$ cat src/rtl/demod_pkg.sv
// Shared demodulator definitions: Q16.16 reference levels, packer FSM states
// and default packer geometry.
package demod_pkg;

  localparam logic [31:0] ONE_Q16  = 32'h0001_0000;
  localparam logic [31:0] MONE_Q16 = 32'hFFFF_0000;

  localparam int NSEG_DEF = 10;
  localparam int DW_DEF   = 32;

  typedef enum logic [1:0] {
    IDLE    = 2'd0,
    COLLECT = 2'd1,
    HOLD    = 2'd2
  } state_e;

endpackage

$ cat src/rtl/demod_hard_slicer.sv
// Combinational hard decision on one signed segment sample: bit is 1 only for
// strictly positive values; zero_o flags an exact zero (no reference match).
module demod_hard_slicer #(
  parameter int DW = 32
) (
  input  logic [DW-1:0] data_i,
  output logic          bit_o,
  output logic          zero_o
);

  assign zero_o = (data_i == '0);
  assign bit_o  = !data_i[DW-1] && !zero_o;

endmodule

$ cat src/rtl/demod_bit_packer.sv
// Packs NSEG sliced segment decisions (segment 0 at bit 0) into one word and
// hands it off over valid/ready. Define ERASE_FLAG_EN to add the erase_mask port.
module demod_bit_packer
  import demod_pkg::*;
#(
  parameter int NSEG = NSEG_DEF,
  parameter int DW   = DW_DEF
) (
  input  logic            clk,
  input  logic            reset,
  input  logic            start,
  input  logic [DW-1:0]   seg_data,
  input  logic            seg_valid,
  output logic [NSEG-1:0] bits_out,
  output logic            out_valid,
  input  logic            out_ready,
  output logic            busy,
  output logic            overrun,
  output logic [15:0]     frame_cnt,
`ifdef ERASE_FLAG_EN
  output logic [NSEG-1:0] erase_mask,
`endif
  output logic [1:0]      dbg_state_o
);

  localparam int IW = (NSEG > 1) ? $clog2(NSEG) : 1;
  localparam logic [IW-1:0] LAST_IDX = IW'(NSEG - 1);

  // Handshake: bits_out is offered while out_valid is high and is held stable
  // until the cycle in which out_ready is also high; that edge completes the transfer.

  state_e          state_q, state_d;
  logic [IW-1:0]   idx_q, idx_d;
  logic [NSEG-1:0] word_q, word_d;
  logic [NSEG-1:0] bits_out_q, bits_out_d;
  logic            out_valid_q, out_valid_d;
  logic            overrun_q, overrun_d;
  logic [15:0]     frame_cnt_q, frame_cnt_d;
  logic            busy_q;
  logic            seg_bit, seg_zero;
`ifdef ERASE_FLAG_EN
  logic [NSEG-1:0] ers_word_q, ers_word_d;
  logic [NSEG-1:0] erase_mask_q, erase_mask_d;
`endif

  demod_hard_slicer #(.DW(DW)) u_slicer (
    .data_i (seg_data),
    .bit_o  (seg_bit),
    .zero_o (seg_zero)
  );

  always_comb begin
    state_d     = state_q;
    idx_d       = idx_q;
    word_d      = word_q;
    bits_out_d  = bits_out_q;
    out_valid_d = out_valid_q;
    overrun_d   = overrun_q;
    frame_cnt_d = frame_cnt_q;
`ifdef ERASE_FLAG_EN
    ers_word_d   = ers_word_q;
    erase_mask_d = erase_mask_q;
`endif
    if (start) begin
      // A start abandons everything in flight; a beat in the same cycle is segment 0.
      state_d     = COLLECT;
      idx_d       = '0;
      word_d      = '0;
      bits_out_d  = '0;
      out_valid_d = 1'b0;
      overrun_d   = 1'b0;
`ifdef ERASE_FLAG_EN
      ers_word_d   = '0;
      erase_mask_d = '0;
`endif
      if (seg_valid) begin
        word_d[0] = seg_bit;
        idx_d     = IW'(1);
`ifdef ERASE_FLAG_EN
        ers_word_d[0] = seg_zero;
`endif
      end
    end else begin
      case (state_q)
        IDLE: begin
          if (seg_valid) overrun_d = 1'b1;
        end
        COLLECT: begin
          if (seg_valid) begin
            word_d[idx_q] = seg_bit;
`ifdef ERASE_FLAG_EN
            ers_word_d[idx_q] = seg_zero;
`endif
            if (idx_q == LAST_IDX) begin
              bits_out_d  = word_d;
              out_valid_d = 1'b1;
              state_d     = HOLD;
              idx_d       = '0;
              word_d      = '0;
`ifdef ERASE_FLAG_EN
              erase_mask_d = ers_word_d;
              ers_word_d   = '0;
`endif
            end else begin
              idx_d = idx_q + IW'(1);
            end
          end
        end
        HOLD: begin
          if (seg_valid) overrun_d = 1'b1;
          if (out_valid_q && out_ready) begin
            frame_cnt_d = frame_cnt_q + 16'd1;
            out_valid_d = 1'b0;
            idx_d       = '0;
            state_d     = COLLECT;
          end
        end
        default: state_d = IDLE;
      endcase
    end
  end

  always_ff @(posedge clk or negedge reset) begin
    if (!reset) begin
      state_q     <= IDLE;
      idx_q       <= '0;
      word_q      <= '0;
      bits_out_q  <= '0;
      out_valid_q <= 1'b0;
      overrun_q   <= 1'b0;
      frame_cnt_q <= '0;
      busy_q      <= 1'b0;
`ifdef ERASE_FLAG_EN
      ers_word_q   <= '0;
      erase_mask_q <= '0;
`endif
    end else begin
      state_q     <= state_d;
      idx_q       <= idx_d;
      word_q      <= word_d;
      bits_out_q  <= bits_out_d;
      out_valid_q <= out_valid_d;
      overrun_q   <= overrun_d;
      frame_cnt_q <= frame_cnt_d;
      busy_q      <= (state_d != IDLE);
`ifdef ERASE_FLAG_EN
      ers_word_q   <= ers_word_d;
      erase_mask_q <= erase_mask_d;
`endif
    end
  end

  assign bits_out    = bits_out_q;
  assign out_valid   = out_valid_q;
  assign busy        = busy_q;
  assign overrun     = overrun_q;
  assign frame_cnt   = frame_cnt_q;
  assign dbg_state_o = state_q;
`ifdef ERASE_FLAG_EN
  assign erase_mask  = erase_mask_q;
`endif

endmodule

$ cat config.mk
export PLATFORM = sky130hd
export DESIGN_NAME = demod_bit_packer
export DESIGN_NICKNAME = d
export VERILOG_FILES = /design/src/rtl/demod_pkg.sv /design/src/rtl/demod_hard_slicer.sv /design/src/rtl/demod_bit_packer.sv
export SDC_FILE = /design/constraint.sdc
export NUM_CORES = 1
export LEC_CHECK = 0
export CAP_MARGIN = 20
export CORE_MARGIN = 4
export CORE_UTILIZATION = 45
export DETAILED_ROUTE_END_ITERATION = 10
export PLACE_DENSITY = 0.78
export SLEW_MARGIN = 15
export SYNTH_ARGS = -nofsm -noshare
export SYNTH_HDL_FRONTEND = slang
export SYNTH_SLANG_ARGS = --single-unit
$ cat constraint.sdc
create_clock -name clk -period 2.81 [get_ports clk]
set_clock_uncertainty 0.05 [all_clocks]
set_input_delay 0.562 -clock clk [delete_from_list [all_inputs] [get_ports clk]]
set_output_delay 0.562 -clock clk [all_outputs]
set_load 0.03 [all_outputs]
==> run metrics <==
status=finished, final reports clean; top cells by area, synth=dfrtp_1 (51%), a32o_1 (4.6%), nand2_1 (4.3%); Post-CTS Hold Fix Bufs=0; vias per inst=between 5 and 6; Worst-path clk slew=around 80 ps; H-tree levels=2; Final min period=2110 ps; slowest CP cell=a21oi_1; Post-Syn Area=2160 µm²; Clock Sinks=44; Async SR Flop Fraction=100%; Critical Path Max Stage Delay=730 ps; CTS tree=done; critical path class=in -> reg; non-filler instance count after layout=331; part of the cycle the worst path needs=between 70% and 80%; synthesized net count=248; max cap viols=0; Slew HR=36.9%; vias in the first global route=1843; CTS root buffer=clkbuf_8; Commonest cells post-synth=dfrtp_1 (44), nand2_1 (25), inv_1 (14); Distinct cells, synth=42; CP Launch Type=input port; n_diodes=0; Buf/Inv on CP=1; antenna violation net count after detailed routing=0; layout cells sized above 1=6.45%; register area share after synthesis=51.0%; CTS Buf Count=5; register bit count reported by yosys=44; CP delay by family, top=compound AO/OA/AOI/OAI gates; Cells after Synth=210; setup_tns=0 ps; largest net degree at the start of global routing=45; drt pass-1 iters=4; die span in y=a little under 80 µm; wire length per cell=15.5 µm; RSZ-0062 raised after global routing=false; die width=just under 80 µm; Static Leakage=approximately 1.2 nW; Synth Warn #=0; GR peak layer=met2; EDFF count, synth=0; Hold Path Class=in -> async; initial antenna violation count=0; clk_lat worst skew=280 ps; met3 Usage GRT=about 3.4%; Die Area=5970 µm²; vias=1829; Routability Congestion=0.835; port bufs=67; Post-layout nets=around 320; met2 usage=a little under a third; Iteration-0 DRC Markers=114; Max Freq=474 MHz; post-CTS sizing=0; clock tree buffer depth=2; Synth Flop Type=dfrtp_1; fillers=~390; first-pass GRT wire length=slightly below 9 mm; Critical Path RT=approximately 3000 ps; Starting Density=47.9%; crit-path cells=clkdlybuf4s50_1, and3b_1, a21oi_1, a32o_1; top cell type's share of synthesized area=about half; Crit. Startpoint=seg_valid; critical path peak fanout=10; R2R Path Start=idx_q[1]$_DFFE_PN0P_; P per Cell Area=approximately 400 nW/µm²; Area Overhead vs Synth=36.6%; DRC=0; area leader, netlist=dfrtp_1; crit path capture type=flop; final hold vios=0; Tightest Pin Transition=~950 ps; met1 Use GR=between 20% and 30%; final setup violation count=0; most common cell in the netlist=dfrtp_1; Detail Placement HPWL=3.84 mm; Rows=24; syn avg cell area=slightly above 10 µm²; post-CTS setup buffer count=0; placed cells=323; core area=about 4500 µm²; GR Util All Layers=18.1%; VDD IR-drop max=approximately 270 µV; num ports=between 60 and 70; routed wire length=5.11 mm; pins over their slew limit=0; Critical Path AT=2280 ps; gr ovfl total=0
==> placed cells by master, fill, tap and decap left out, types with 8 or more instances in the layout <==
cell type        instances
xnor2_1                  9
a32o_1                  10
inv_1                   14
nand2_1                 25
nand3_1                  9
nor2_1                  11
o32ai_1                  8
clkdlybuf4s50_1         66
a21oi_1                 12
dfrtp_1                 44
nor4_1                   8
==> routing by layer <==
| metal | routed length, µm | vias up |
|---|---|---|
| li1 | - | 901 |
| met1 | 2340 | 884 |
| met2 | 2560 | 39 |
| met3 | 169 | 5 |
| met4 | 51 | 0 |
| met5 | 0 | - |
==> worst reg2reg max path, delay by kind of cell (launching register included) <==
kind	cells	cell delay, ps
AO/OA/AOI/OAI	2	940
flip-flops	1	580
AND/OR/NAND/NOR	1	290
==> worst paths after layout <==
check | depth (start not counted) | to | slack, ps
max in group asynchronous | 1 | out_valid$_DFFE_PN0P_ | 1750
min in group clk | 1 | frame_cnt[15]$_DFFE_PN0P_ | 440
max | 4 | bits_out[6]$_DFFE_PN0P_ | 700
max reg2reg | 3 | bits_out[6]$_DFFE_PN0P_ | 890
min reg2reg | 1 | frame_cnt[15]$_DFFE_PN0P_ | 440
min | 1 | word_q[5]$_DFFE_PN0P_ | 360
==> flip-flops by register name (all words and copies together) (netlist names) <==
signal,count
bits_out,10
out_valid,1
word_q,9
dbg_state_o,2
idx_q,4
busy,1
frame_cnt,16
overrun,1
==> cells by family (layout without fill, tap and decap cells) <==
group	after synthesis	count (layout)	synth area share, %
multiplexers	1	1	0.522
flip-flops	44	44	51.0
AO/OA/AOI/OAI	41	41	14.4
buffers and inverters	22	91	4.52
adder cells (fa/ha/maj)	1	1	0.580
XOR/XNOR	15	15	6.09
AND/OR/NAND/NOR	86	86	22.9
==> report_power, final <==
group          total (W)  internal, W  switching, W
clock network   0.000396     0.000201      0.000196
registers       0.000658     0.000641     0.0000170
logic           0.000133    0.0000708     0.0000619
==> area by class of cell <==
type                       count  area [µm²]  share of cell area (%)
multi-input combinational    144         960                    32.5
inverter                      14        52.6                    1.78
tap                           52        65.1                    2.21
sequential                    44        1100                    37.3
clock buffer                   8        90.1                    3.05
timing repair buffer          69         681                    23.1
==> stage by stage <==
stage / hold WS [ps] / setup slack [ps] / utilization [%] / power [W] / instance area [µm²]
after floorplan: 216 / 1170 / - / 0.000728 / 2160
after global placement: 423 / 422 / 63.5 / 0.000802 / 2860
after detailed placement: 429 / 403 / 63.5 / 0.000804 / 2860
after CTS: 402 / 707 / 65.5 / 0.00120 / 2950
after global routing: 445 / 572 / 65.5 / 0.00124 / 2950
final: 361 / 699 / 65.5 / 0.00119 / 2950
(Power assumes the default switching activity.)
